<file path="config.mk">
export PLATFORM = sky130hd
export DESIGN_NAME = hazard_stall_ctrl
export DESIGN_NICKNAME = d
export VERILOG_FILES = /design/src/rtl/pipe_pkg.sv /design/src/rtl/mdu_occupancy_cnt.sv /design/src/rtl/hazard_stall_ctrl.sv
export SDC_FILE = /design/constraint.sdc
export NUM_CORES = 1
export LEC_CHECK = 0
export BUFFER_PORTS_ARGS = -buffer_cell sky130_fd_sc_hd__buf_4
export CAP_MARGIN = 20
export CORE_MARGIN = 2
export CORE_UTILIZATION = 40
export CTS_CLUSTER_DIAMETER = 50
export DETAILED_ROUTE_END_ITERATION = 16
export PLACE_DENSITY = 0.73
export SLEW_MARGIN = 20
export SYNTH_ARGS = -nofsm -noshare
export SYNTH_HDL_FRONTEND = slang
export SYNTH_SLANG_ARGS = --single-unit
</file>
<file path="constraint.sdc">
create_clock -name Clk -period 2.36 [get_ports Clk]
set_clock_uncertainty 0.1 [all_clocks]
set_input_delay 0.236 -clock Clk [delete_from_list [all_inputs] [get_ports Clk]]
set_output_delay 0.236 -clock Clk [all_outputs]
set_load 0.02 [all_outputs]
</file>
<file path="src/rtl/pipe_pkg.sv">
// Shared pipeline definitions: register-address width, MIPS opcode/funct
// constants used by the ID-stage decode, and the hazard controller state type.
package pipe_pkg;

  localparam int unsigned REG_AW = 5;

  localparam logic [5:0] OP_SPECIAL = 6'h00;
  localparam logic [5:0] OP_LW      = 6'h23;
  localparam logic [5:0] FN_MFHI    = 6'h10;
  localparam logic [5:0] FN_MFLO    = 6'h12;
  localparam logic [5:0] FN_MULTU   = 6'h19;
  localparam logic [5:0] FN_DIVU    = 6'h1b;

  typedef enum logic {
    IDLE     = 1'b0,
    MDU_BUSY = 1'b1
  } hz_state_e;

endpackage

</file>
<file path="src/rtl/mdu_occupancy_cnt.sv">
// Down-counter tracking how many EX cycles remain for an in-flight MULTU/DIVU.
// Loads on issue, decrements while busy, saturates at zero and flags zero.
module mdu_occupancy_cnt #(
  parameter int unsigned CNT_W    = 5,
  parameter int unsigned LOAD_VAL = 31
) (
  input  logic clk,
  input  logic rst_n,
  input  logic load_i,
  input  logic dec_i,
  output logic zero_o
);

  logic [CNT_W-1:0] cnt_q;
  logic [CNT_W-1:0] cnt_d;

  // Next count: load wins, otherwise decrement without wrapping below zero.
  always_comb begin
    cnt_d = cnt_q;
    if (load_i) begin
      cnt_d = CNT_W'(LOAD_VAL);
    end else if (dec_i && (cnt_q != '0)) begin
      cnt_d = cnt_q - CNT_W'(1);
    end
  end

  // Count register.
  always_ff @(posedge clk or negedge rst_n) begin
    if (!rst_n) begin
      cnt_q <= '0;
    end else begin
      cnt_q <= cnt_d;
    end
  end

  assign zero_o = (cnt_q == '0);

endmodule

</file>
<file path="src/rtl/hazard_stall_ctrl.sv">
// ID-stage hazard/stall controller: load-use stall, multi-cycle MDU
// occupancy stall, and IF/ID flush on taken branches. Outputs are
// combinational from state and inputs so a stall takes effect the same cycle.
// Build option: FORWARDING_EN -- when undefined, also stall on any RAW
// dependence against the EX and MEM writers (datapath without forwarding).
module hazard_stall_ctrl #(
  parameter int unsigned REG_AW     = 5,
  parameter int unsigned MDU_CYCLES = 32
) (
  input  logic              Clk,
  input  logic              Rst_n,
  input  logic [REG_AW-1:0] ID_Rs,
  input  logic [REG_AW-1:0] ID_Rt,
  input  logic              ID_UsesRt,
  input  logic              EX_MemRead,
  input  logic              EX_RegWrite,
  input  logic [REG_AW-1:0] EX_Rd,
  input  logic              MEM_RegWrite,
  input  logic [REG_AW-1:0] MEM_Rd,
  input  logic              ID_MduStart,
  input  logic              ID_MduRead,
  input  logic              EX_Taken,
  output logic              PC_Write,
  output logic              IFID_Write,
  output logic              IFID_Flush,
  output logic              IDEX_Bubble,
  output logic              Mdu_Busy
);

  import pipe_pkg::*;

  localparam int unsigned CNT_W = (MDU_CYCLES > 1) ? $clog2(MDU_CYCLES) : 1;

  hz_state_e state_q;
  logic      mdu_zero;
  logic      start_accept;
  logic      lu_haz;
  logic      mdu_haz;
  logic      raw_haz;
  logic      stall;

  // Hazard detection; register 0 is never a dependence.
  always_comb begin
    lu_haz  = EX_MemRead && (EX_Rd != '0) &&
              ((EX_Rd == ID_Rs) || (ID_UsesRt && (EX_Rd == ID_Rt)));
    mdu_haz = (state_q == MDU_BUSY) && (ID_MduStart || ID_MduRead);
`ifdef FORWARDING_EN
    raw_haz = 1'b0;
`else
    raw_haz = (EX_RegWrite && (EX_Rd != '0) &&
               ((EX_Rd == ID_Rs) || (ID_UsesRt && (EX_Rd == ID_Rt)))) ||
              (MEM_RegWrite && (MEM_Rd != '0) &&
               ((MEM_Rd == ID_Rs) || (ID_UsesRt && (MEM_Rd == ID_Rt))));
`endif
    stall   = lu_haz || mdu_haz || raw_haz;
  end

`ifdef FORWARDING_EN
  logic unused_fwd;
  assign unused_fwd = ^{EX_RegWrite, MEM_RegWrite, MEM_Rd};
`endif

  // Pipeline controls: reset holds everything, redirect beats any stall.
  always_comb begin
    PC_Write    = 1'b1;
    IFID_Write  = 1'b1;
    IFID_Flush  = 1'b0;
    IDEX_Bubble = 1'b0;
    if (!Rst_n) begin
      PC_Write    = 1'b0;
      IFID_Write  = 1'b0;
      IFID_Flush  = 1'b1;
      IDEX_Bubble = 1'b1;
    end else if (EX_Taken) begin
      IFID_Flush  = 1'b1;
      IDEX_Bubble = 1'b1;
    end else if (stall) begin
      PC_Write    = 1'b0;
      IFID_Write  = 1'b0;
      IDEX_Bubble = 1'b1;
    end
  end

  assign start_accept = (state_q == IDLE) && ID_MduStart && PC_Write && !EX_Taken;
  assign Mdu_Busy     = Rst_n && (state_q == MDU_BUSY);

  // MDU occupancy state: enter on an accepted MULTU/DIVU, leave when count hits 0.
  always_ff @(posedge Clk or negedge Rst_n) begin
    if (!Rst_n) begin
      state_q <= IDLE;
    end else begin
      case (state_q)
        IDLE:     if (start_accept) state_q <= MDU_BUSY;
        MDU_BUSY: if (mdu_zero)     state_q <= IDLE;
        default:                    state_q <= IDLE;
      endcase
    end
  end

  mdu_occupancy_cnt #(
    .CNT_W    (CNT_W),
    .LOAD_VAL (MDU_CYCLES - 1)
  ) u_mdu_cnt (
    .clk    (Clk),
    .rst_n  (Rst_n),
    .load_i (start_accept),
    .dec_i  (state_q == MDU_BUSY),
    .zero_o (mdu_zero)
  );

endmodule
</file>
==> flow_summary.html, run 1 <==
<table>
<tr><th>Metric</th><th>Value</th></tr>
<tr><th colspan="2">Outcome</th></tr>
<tr><td>Run status</td><td>completed</td></tr>
<tr><th colspan="2">Timing</th></tr>
<tr><td>Total of endpoints with negative setup slack in the final report</td><td>0</td></tr>
<tr><td>Setup repair after global routing missed its margin</td><td>no</td></tr>
<tr><td>Number of endpoints with negative hold slack in the final report</td><td>0</td></tr>
<tr><td>Summed negative setup slack over all endpoints</td><td>0 ns</td></tr>
<tr><td>Highest achievable clock rate</td><td>499 MHz</td></tr>
<tr><td>Slew Limit Headroom</td><td>0.543</td></tr>
<tr><td>Period Utilization, post-route</td><td>0.849</td></tr>
<tr><td>Crit path time final</td><td>2.00 ns</td></tr>
<tr><td>Count of pins over their slew limit</td><td>0</td></tr>
<tr><td>Slew of the pin with the lowest slew margin</td><td>0.677 ns</td></tr>
<tr><th colspan="2">Logic synthesis</th></tr>
<tr><td>Number of synthesized register bits</td><td>6</td></tr>
<tr><td>Post-synthesis net count</td><td>100</td></tr>
<tr><td>Leading area contributor after synthesis</td><td>sky130_fd_sc_hd__xor2_1</td></tr>
<tr><td>Mean instance size in the synthesized netlist</td><td>9.03 um^2</td></tr>
<tr><td>Share of the synthesized area in the top cell type</td><td>0.253</td></tr>
<tr><td>Sequential-to-total area share from yosys stat</td><td>0.241</td></tr>
<tr><td>Cells after synthesis</td><td>69</td></tr>
<tr><td>Top post-synthesis cells by area</td><td>sky130_fd_sc_hd__xor2_1 (25%), sky130_fd_sc_hd__dfrtp_1 (24%), sky130_fd_sc_hd__xnor2_1 (8.4%)</td></tr>
<tr><td>Synthesized cell area</td><td>623 um^2</td></tr>
<tr><td>Unique masters post-synth</td><td>23</td></tr>
<tr><td>Number of warnings printed during yosys synthesis</td><td>0</td></tr>
<tr><th colspan="2">CTS</th></tr>
<tr><td>Post-cts repair resize count</td><td>0</td></tr>
<tr><td>H-tree levels</td><td>1</td></tr>
<tr><td>Clock Tree Root</td><td>sky130_fd_sc_hd__clkbuf_4</td></tr>
<tr><td>Sinks on Clock Net</td><td>6</td></tr>
<tr><td>CTS tree</td><td>built</td></tr>
<tr><td>Clock insertion delay at the later pin of the skew report</td><td>0.25 ns</td></tr>
<tr><td>Buffer levels on the longest clock path</td><td>2</td></tr>
<tr><td>Clock buffers created by TritonCTS</td><td>3</td></tr>
<tr><td>Clock edge transition at the registers on the reported setup and hold paths</td><td>0.04 ns</td></tr>
<tr><td>Number of buffers added for setup after CTS</td><td>0</td></tr>
<tr><td>Hold buffer count at cts</td><td>1</td></tr>
<tr><th colspan="2">Floorplan</th></tr>
<tr><td>Total Die Area</td><td>0.00189 mm^2</td></tr>
<tr><td>Die Span X</td><td>43.5 um</td></tr>
<tr><td>Number of rows created at floorplan</td><td>14</td></tr>
<tr><td>Core Region</td><td>0.00149 mm^2</td></tr>
<tr><td>I/O pin cnt</td><td>34</td></tr>
<tr><td>Die H</td><td>43.5 um</td></tr>
<tr><td>Starting Density</td><td>0.418</td></tr>
<tr><th colspan="2">Routing</th></tr>
<tr><td>Total length of routed met3 wires</td><td>134 um</td></tr>
<tr><td>Average detailed-routed wire length per instance</td><td>13.2 um</td></tr>
<tr><td>Vias/cell</td><td>5.17</td></tr>
<tr><td>Routed length on met1</td><td>710 um</td></tr>
<tr><td>WL final</td><td>1.59 mm</td></tr>
<tr><td>Routed via count</td><td>626</td></tr>
<tr><td>Iteration-0 DRC count of the detailed router</td><td>6</td></tr>
<tr><td>DRC</td><td>0</td></tr>
<tr><td>Highest metal used</td><td>met4</td></tr>
<tr><td>Number of routed nets with antenna violations</td><td>0</td></tr>
<tr><td>Drt pass-1 iters</td><td>3</td></tr>
<tr><td>Routed length on met2</td><td>736 um</td></tr>
<tr><th colspan="2">Global route</th></tr>
<tr><td>Total routing usage reported by global routing</td><td>0.204</td></tr>
<tr><td>Final global-route overflow total</td><td>0</td></tr>
<tr><td>Global-route wire length before repair</td><td>2.88 mm</td></tr>
<tr><td>Via count of the first global-routing pass</td><td>668</td></tr>
<tr><td>Largest net degree at the start of global routing</td><td>11</td></tr>
<tr><td>Antenna violations before repair</td><td>0</td></tr>
<tr><th colspan="2">Setup path</th></tr>
<tr><td>Family with the most delay on the worst path</td><td>simple AND/OR/NAND/NOR gates</td></tr>
<tr><td>CP most frequent cell</td><td>sky130_fd_sc_hd__buf_4</td></tr>
<tr><td>Biggest fanout along the worst timing path</td><td>8</td></tr>
<tr><td>Sort of element at the start of the critical path</td><td>primary input</td></tr>
<tr><td>Bufs and invs on worst path</td><td>2</td></tr>
<tr><td>Critical path cell sequence</td><td>buf_4, or4_1, o22ai_2, o221ai_2, or2_1, buf_4</td></tr>
<tr><td>Critical path start-end classification</td><td>in -&gt; out</td></tr>
<tr><td>CP Data Required Time</td><td>2.02 ns</td></tr>
<tr><td>Critical-path top delay cell</td><td>sky130_fd_sc_hd__or4_1</td></tr>
<tr><td>Setup crit end kind</td><td>output pin</td></tr>
<tr><td>Biggest cell delay along the critical path</td><td>0.54 ns</td></tr>
<tr><td>Data arrival time of the critical path</td><td>1.67 ns</td></tr>
<tr><th colspan="2">Finish</th></tr>
<tr><td>Post-route cell area</td><td>916 um^2</td></tr>
<tr><td>Final #Nets</td><td>138</td></tr>
<tr><td>Diodes inserted</td><td>0</td></tr>
<tr><td>Util after Layout</td><td>0.615</td></tr>
<tr><td>Synthesis-to-finish area growth</td><td>47.0%</td></tr>
<tr><td>Most used cells in the layout excluding fill and tap cells</td><td>sky130_fd_sc_hd__buf_4 (33), sky130_fd_sc_hd__xor2_1 (18), sky130_fd_sc_hd__o21ai_0 (7)</td></tr>
<tr><td>Most common cell after layout, fill and taps aside</td><td>sky130_fd_sc_hd__buf_4</td></tr>
<tr><td>Count of filler cells inserted in the layout</td><td>134</td></tr>
<tr><td>Ratio of cells with drive above 1 in the final layout</td><td>0.390</td></tr>
<tr><th colspan="2">Placed design</th></tr>
<tr><td>Routability-driven placement congestion ratio</td><td>0.870</td></tr>
<tr><td>Number of buffer cells added on primary ports</td><td>33</td></tr>
<tr><td>Area of placed instances</td><td>883 um^2</td></tr>
<tr><td>Detailed placer's ending HPWL</td><td>1.36 mm</td></tr>
<tr><th colspan="2">Pwr</th></tr>
<tr><td>Portion of total power attributed to the clock network</td><td>0.146</td></tr>
<tr><td>Proportion of power drawn by flip-flops and latches</td><td>0.321</td></tr>
<tr><td>Fraction of power spent switching nets</td><td>0.406</td></tr>
<tr><td>Pwr Density</td><td>698 mW/mm^2</td></tr>
<tr><td>Int Pwr</td><td>0.380 mW</td></tr>
<tr><td>Portion of total power attributed to combinational logic</td><td>0.533</td></tr>
<tr><td>Total power of the final layout</td><td>0.639 mW</td></tr>
<tr><td>Max rail drop VDD</td><td>0.489 mV</td></tr>
<tr><td>Leakage dissipation</td><td>0.416 nW</td></tr>
<tr><td>Switching power</td><td>0.259 mW</td></tr>
<tr><th colspan="2">Flow run</th></tr>
<tr><td>Max capacitance violation total</td><td>0</td></tr>
<tr><th colspan="2">Worst hold path</th></tr>
<tr><td>Path category of the worst min-delay check</td><td>in -&gt; async</td></tr>
</table>
## final timing paths
| path | start | endpoint | slack (ns) | cells after the start |
|---|---|---|---|---|
| min in group Clk | ID_MduStart | u_mdu_cnt.cnt_q[1] | 0.31 | 3 |
| hold / removal | Rst_n | u_mdu_cnt.cnt_q[0] | 0.24 | 2 |
| setup reg to reg | u_mdu_cnt.cnt_q[0] | u_mdu_cnt.cnt_q[3] | 0.43 | 7 |
| hold reg to reg | u_mdu_cnt.cnt_q[1] | u_mdu_cnt.cnt_q[1] | 0.42 | 2 |
| setup / recovery | EX_Rd[3] | IDEX_Bubble | 0.36 | 6 |
| max in group asynchronous | Rst_n | u_mdu_cnt.cnt_q[4] | 1.80 | 2 |
## synthesized netlist by cell type, drive strengths merged
| library cell | n |
|---|---|
| dfrtp | 6 |
| a21oi | 1 |
| ha | 2 |
| buf | 1 |
| a32oi | 2 |
| nor3 | 2 |
| and2 | 1 |
| o41ai | 1 |
| nand2 | 1 |
| or4 | 2 |
| o221ai | 1 |
| nand4b | 1 |
| o22ai | 1 |
| o21ai | 8 |
| nor2 | 4 |
| a21boi | 1 |
| xor2 | 18 |
| or2 | 1 |
| inv | 5 |
| xnor2 | 6 |
| nor4 | 4 |
## registers in the layout, summed over array words and instances, names as in the netlist
signal / count
u_mdu_cnt.cnt_q: 5
state_q: 1
## per-layer routing
layer  up-vias  track usage
met5         -            0
met4         0       0.0727
met3         2       0.0583
met2        24        0.313
met1       282        0.275
li1        318            -
## logic make-up after synthesis
kind of cell	count (synthesis)	synth area share
xor gates and xnor gates	24	0.337
and+or+nand+nor	16	0.151
AOI/OAI and AO/OA	15	0.189
buffers and inverters	6	0.0422
DFF	6	0.241
adders and majority gates	2	0.0402
## area by class of cell
| cell class | count | area, um^2 | share of cell area |
|---|---|---|---|
| multi-input cells | 57 | 447 | 0.488 |
| repair buffers | 34 | 258 | 0.281 |
| flip-flops and latches | 6 | 150 | 0.164 |
| clock buffers | 3 | 22.5 | 0.0246 |
| well taps | 16 | 20.0 | 0.0219 |
| inverters | 5 | 18.8 | 0.0205 |
## per-stage QoR
stage                     cells  setup WS (ns)  hold slack [ns]
after floorplan              69          0.323           -0.160
final                       121          0.357            0.235
after CTS                   121          0.358            0.240
after global placement      117          0.396          -0.0435
after detailed placement    117          0.357          -0.0398
after global routing        121          0.246            0.234
## power groups by stage
stage | clock, mW | sequential, mW | combinational (mW)
global route | 0.106 | 0.211 | 0.387
detailed placement | 0 | 0.208 | 0.342
global placement | 0 | 0.205 | 0.337
floorplan | 0 | 0.197 | 0.232
CTS | 0.0964 | 0.206 | 0.347
finish | 0.0933 | 0.205 | 0.341
## worst reg2reg max path, cell delays in order (launching register included)
cell                      delay [ns]
sky130_fd_sc_hd__dfrtp_1        0.37
sky130_fd_sc_hd__inv_1          0.11
sky130_fd_sc_hd__ha_1           0.15
sky130_fd_sc_hd__inv_1          0.04
sky130_fd_sc_hd__o41ai_2        0.62
sky130_fd_sc_hd__nor4_1         0.15
sky130_fd_sc_hd__xnor2_1        0.17
sky130_fd_sc_hd__o21ai_0        0.10
Power figures use the tool's default switching activity.
==> run 2, diff against run 1 <==
- ABC_AREA: not set -> 1
- CORE_ASPECT_RATIO: not set -> 0.7
- PLACE_DENSITY: 0.73 -> 0.69
- clock period: 2.36 -> 2 ns (I/O delays scaled with it)
==> flow_summary.html, run 2 <==
<table>
<tr><th>Metric</th><th>Value</th></tr>
<tr><th colspan="2">Logic synthesis</th></tr>
<tr><td>Post-synthesis net count</td><td>166</td></tr>
<tr><td>Mean instance size in the synthesized netlist</td><td>5.93 um^2</td></tr>
<tr><td>Number of warnings printed during yosys synthesis</td><td>0</td></tr>
<tr><td>Unique masters post-synth</td><td>23</td></tr>
<tr><td>Sequential-to-total area share from yosys stat</td><td>0.188</td></tr>
<tr><td>Proportion of register bits with asynchronous set or reset after synthesis</td><td>1.00</td></tr>
<tr><td>Cells after synthesis</td><td>135</td></tr>
<tr><td>Number of synthesized register bits</td><td>6</td></tr>
<tr><td>Most used standard cell by instance count after synthesis</td><td>sky130_fd_sc_hd__nand2_1</td></tr>
<tr><td>Leading area contributor after synthesis</td><td>sky130_fd_sc_hd__nand2_1</td></tr>
<tr><td>Synthesized cell area</td><td>801 um^2</td></tr>
<tr><td>Most used flip-flop cell after synthesis</td><td>sky130_fd_sc_hd__dfrtp_1</td></tr>
<tr><td>Share of the synthesized area in the top cell type</td><td>0.202</td></tr>
<tr><td>EDFF count, synth</td><td>0</td></tr>
<tr><td>Top cells by instance count after synthesis</td><td>sky130_fd_sc_hd__nand2_1 (43), sky130_fd_sc_hd__inv_1 (27), sky130_fd_sc_hd__nor2_1 (16)</td></tr>
<tr><td>Top post-synthesis cells by area</td><td>sky130_fd_sc_hd__nand2_1 (20%), sky130_fd_sc_hd__dfrtp_1 (19%), sky130_fd_sc_hd__inv_1 (13%)</td></tr>
<tr><th colspan="2">Floorplan</th></tr>
<tr><td>Core Region</td><td>0.00187 mm^2</td></tr>
<tr><td>I/O pin cnt</td><td>34</td></tr>
<tr><td>Starting Density</td><td>0.428</td></tr>
<tr><td>Total Die Area</td><td>0.00238 mm^2</td></tr>
<tr><td>Number of rows created at floorplan</td><td>13</td></tr>
<tr><td>Die Span X</td><td>57.5 um</td></tr>
<tr><td>Die H</td><td>41.4 um</td></tr>
<tr><th colspan="2">CTS</th></tr>
<tr><td>Sinks on Clock Net</td><td>6</td></tr>
<tr><td>CTS tree</td><td>built</td></tr>
<tr><td>Clock edge transition at the registers on the reported setup and hold paths</td><td>0.05 ns</td></tr>
<tr><td>Clock Tree Root</td><td>sky130_fd_sc_hd__clkbuf_4</td></tr>
<tr><td>H-tree levels</td><td>1</td></tr>
<tr><td>Clock buffers created by TritonCTS</td><td>3</td></tr>
<tr><td>Buffer levels on the longest clock path</td><td>2</td></tr>
<tr><td>Clock insertion delay at the later pin of the skew report</td><td>0.25 ns</td></tr>
<tr><th colspan="2">Timing</th></tr>
<tr><td>Smallest setup slack after layout</td><td>0.220 ns</td></tr>
<tr><td>Slew of the pin with the lowest slew margin</td><td>0.296 ns</td></tr>
<tr><td>Crit path time final</td><td>1.78 ns</td></tr>
<tr><td>Number of endpoints with negative hold slack in the final report</td><td>0</td></tr>
<tr><td>Highest achievable clock rate</td><td>562 MHz</td></tr>
<tr><td>Count of pins over their slew limit</td><td>0</td></tr>
<tr><td>Total of endpoints with negative setup slack in the final report</td><td>0</td></tr>
<tr><td>Summed negative setup slack over all endpoints</td><td>0 ns</td></tr>
<tr><td>Period Utilization, post-route</td><td>0.890</td></tr>
<tr><td>Slew Limit Headroom</td><td>0.802</td></tr>
<tr><td>Setup repair after global routing missed its margin</td><td>no</td></tr>
<tr><th colspan="2">Placed design</th></tr>
<tr><td>Detailed placer's ending HPWL</td><td>1.59 mm</td></tr>
<tr><td>Routability-driven placement congestion ratio</td><td>0.845</td></tr>
<tr><td>Number of buffer cells added on primary ports</td><td>33</td></tr>
<tr><td>Setup Slack @ Placement</td><td>0.376 ns</td></tr>
<tr><th colspan="2">Pwr</th></tr>
<tr><td>Portion of total power attributed to the clock network</td><td>0.143</td></tr>
<tr><td>Leakage dissipation</td><td>0.673 nW</td></tr>
<tr><td>Pwr Density</td><td>735 mW/mm^2</td></tr>
<tr><td>Max rail drop VDD</td><td>0.580 mV</td></tr>
<tr><td>Switching power</td><td>0.345 mW</td></tr>
<tr><td>Portion of total power attributed to combinational logic</td><td>0.574</td></tr>
<tr><td>Proportion of power drawn by flip-flops and latches</td><td>0.282</td></tr>
<tr><td>Fraction of power spent switching nets</td><td>0.430</td></tr>
<tr><td>Int Pwr</td><td>0.456 mW</td></tr>
<tr><th colspan="2">Setup path</th></tr>
<tr><td>Sort of element at the start of the critical path</td><td>primary input</td></tr>
<tr><td>Data arrival time of the critical path</td><td>1.48 ns</td></tr>
<tr><td>Biggest fanout along the worst timing path</td><td>8</td></tr>
<tr><td>Setup crit end kind</td><td>output pin</td></tr>
<tr><td>CP Data Required Time</td><td>1.70 ns</td></tr>
<tr><td>Critical path start-end classification</td><td>in -&gt; out</td></tr>
<tr><th colspan="2">Global route</th></tr>
<tr><td>Via count of the first global-routing pass</td><td>699</td></tr>
<tr><td>Total routing usage reported by global routing</td><td>0.163</td></tr>
<tr><td>Antenna violations before repair</td><td>0</td></tr>
<tr><td>Final global-route overflow total</td><td>0</td></tr>
<tr><td>Largest net degree at the start of global routing</td><td>9</td></tr>
<tr><td>Global-route wire length before repair</td><td>2.96 mm</td></tr>
<tr><th colspan="2">Routing</th></tr>
<tr><td>Drt pass-1 iters</td><td>4</td></tr>
<tr><td>Vias/cell</td><td>4.34</td></tr>
<tr><td>WL final</td><td>1.80 mm</td></tr>
<tr><td>Iteration-0 DRC count of the detailed router</td><td>52</td></tr>
<tr><td>DRC</td><td>0</td></tr>
<tr><td>Routed via count</td><td>834</td></tr>
<tr><td>Number of routed nets with antenna violations</td><td>0</td></tr>
<tr><td>Average detailed-routed wire length per instance</td><td>9.39 um</td></tr>
<tr><th colspan="2">Outcome</th></tr>
<tr><td>Run status</td><td>completed</td></tr>
<tr><th colspan="2">Finish</th></tr>
<tr><td>Diodes inserted</td><td>0</td></tr>
<tr><td>Largest registers</td><td>u_mdu_cnt.cnt_q: 5 flops, state_q: 1 flops</td></tr>
<tr><td>Most common cell after layout, fill and taps aside</td><td>sky130_fd_sc_hd__nand2_1</td></tr>
<tr><td>Synthesis-to-finish area growth</td><td>36.1%</td></tr>
<tr><td>Ratio of cells with drive above 1 in the final layout</td><td>0.282</td></tr>
<tr><td>Largest register by flop count</td><td>u_mdu_cnt.cnt_q</td></tr>
<tr><td>Final #Nets</td><td>203</td></tr>
<tr><td>Flip-flop count of the largest register, all copies and words added</td><td>5</td></tr>
<tr><td>Most used cells in the layout excluding fill and tap cells</td><td>sky130_fd_sc_hd__nand2_1 (43), sky130_fd_sc_hd__buf_4 (33), sky130_fd_sc_hd__inv_1 (27)</td></tr>
<tr><th colspan="2">Flow run</th></tr>
<tr><td>Max capacitance violation total</td><td>0</td></tr>
<tr><th colspan="2">Worst hold path</th></tr>
<tr><td>Path category of the worst min-delay check</td><td>in -&gt; async</td></tr>
</table>
==> run 2: kinds of logic (layout without fill, tap and decap cells) <==
family          after synthesis  in the layout  share of synthesized area
compound gates                8              8                     0.0656
xor+xnor                     11             11                      0.120
fa+ha+maj                     2              2                     0.0312
buf+inv                      33             68                      0.169
flops                         6              6                      0.187
simple gates                 75             75                      0.427
==> run 2: power groups by stage <==
stage / clock, mW / combinational (mW) / sequential, mW
final: 0.115 / 0.460 / 0.226
after global routing: 0.130 / 0.521 / 0.235
after CTS: 0.121 / 0.464 / 0.226
after detailed placement: 0 / 0.460 / 0.228
after global placement: 0 / 0.449 / 0.226
after floorplan: 0 / 0.357 / 0.220
==> run 2: final timing paths <==
kind	from	to	slack [ns]	cells after the start
min in group Clk	EX_Taken	state_q	0.23	4
setup / recovery	Rst_n	IDEX_Bubble	0.22	6
hold reg to reg	u_mdu_cnt.cnt_q[1]	u_mdu_cnt.cnt_q[1]	0.42	2
hold / removal	Rst_n	u_mdu_cnt.cnt_q[4]	0.20	2
max in group asynchronous	Rst_n	u_mdu_cnt.cnt_q[3]	1.47	2
setup reg to reg	u_mdu_cnt.cnt_q[0]	u_mdu_cnt.cnt_q[3]	0.56	7
==> run 2: area by class of cell <==
type / count / area (um^2)
inverter: 31 / 116
fill: 184 / 781
multi-input combinational: 96 / 515
clock buffer: 3 / 22.5
tap: 22 / 27.5
sequential: 6 / 150
timing repair buffer: 34 / 258
==> run 2: layer usage <==
layer,track usage,wire (um),part of all wire,vias up
met4,0.0140,0,0,0
met2,0.218,712,0.39,29
met1,0.257,924,0.51,335
li1,-,-,-,470
met5,0,0,0,-
met3,0.0561,165,0.092,0
==> run 2: timing repair <==
action | CTS | global route
resized for setup | 0 | 0
endpoints found under the hold margin | 6 | 0
buffers inserted | 0 | 0
hold buffers | 1 | 0
==> run 2: critical path, stage by stage <==
cell and delay, ns:
sky130_fd_sc_hd__dlygate4sd3_1 0.53, sky130_fd_sc_hd__buf_4 0.16, sky130_fd_sc_hd__inv_1 0.06, sky130_fd_sc_hd__nor2_1 0.24, sky130_fd_sc_hd__nand3_1 0.12, sky130_fd_sc_hd__buf_4 0.17
==> run 2: through the flow <==
stage	cell area (um^2)	utilization	hold slack (ns)	std cells	power, mW
2_1_floorplan	801	-	-0.196	135	0.577
3_3_place_gp	1060	0.565	-0.0821	188	0.675
3_5_place_dp	1060	0.565	-0.0803	188	0.688
4_1_cts	1090	0.583	0.192	192	0.811
5_1_grt	1090	0.583	0.213	192	0.886
6_report	1090	0.583	0.202	192	0.801
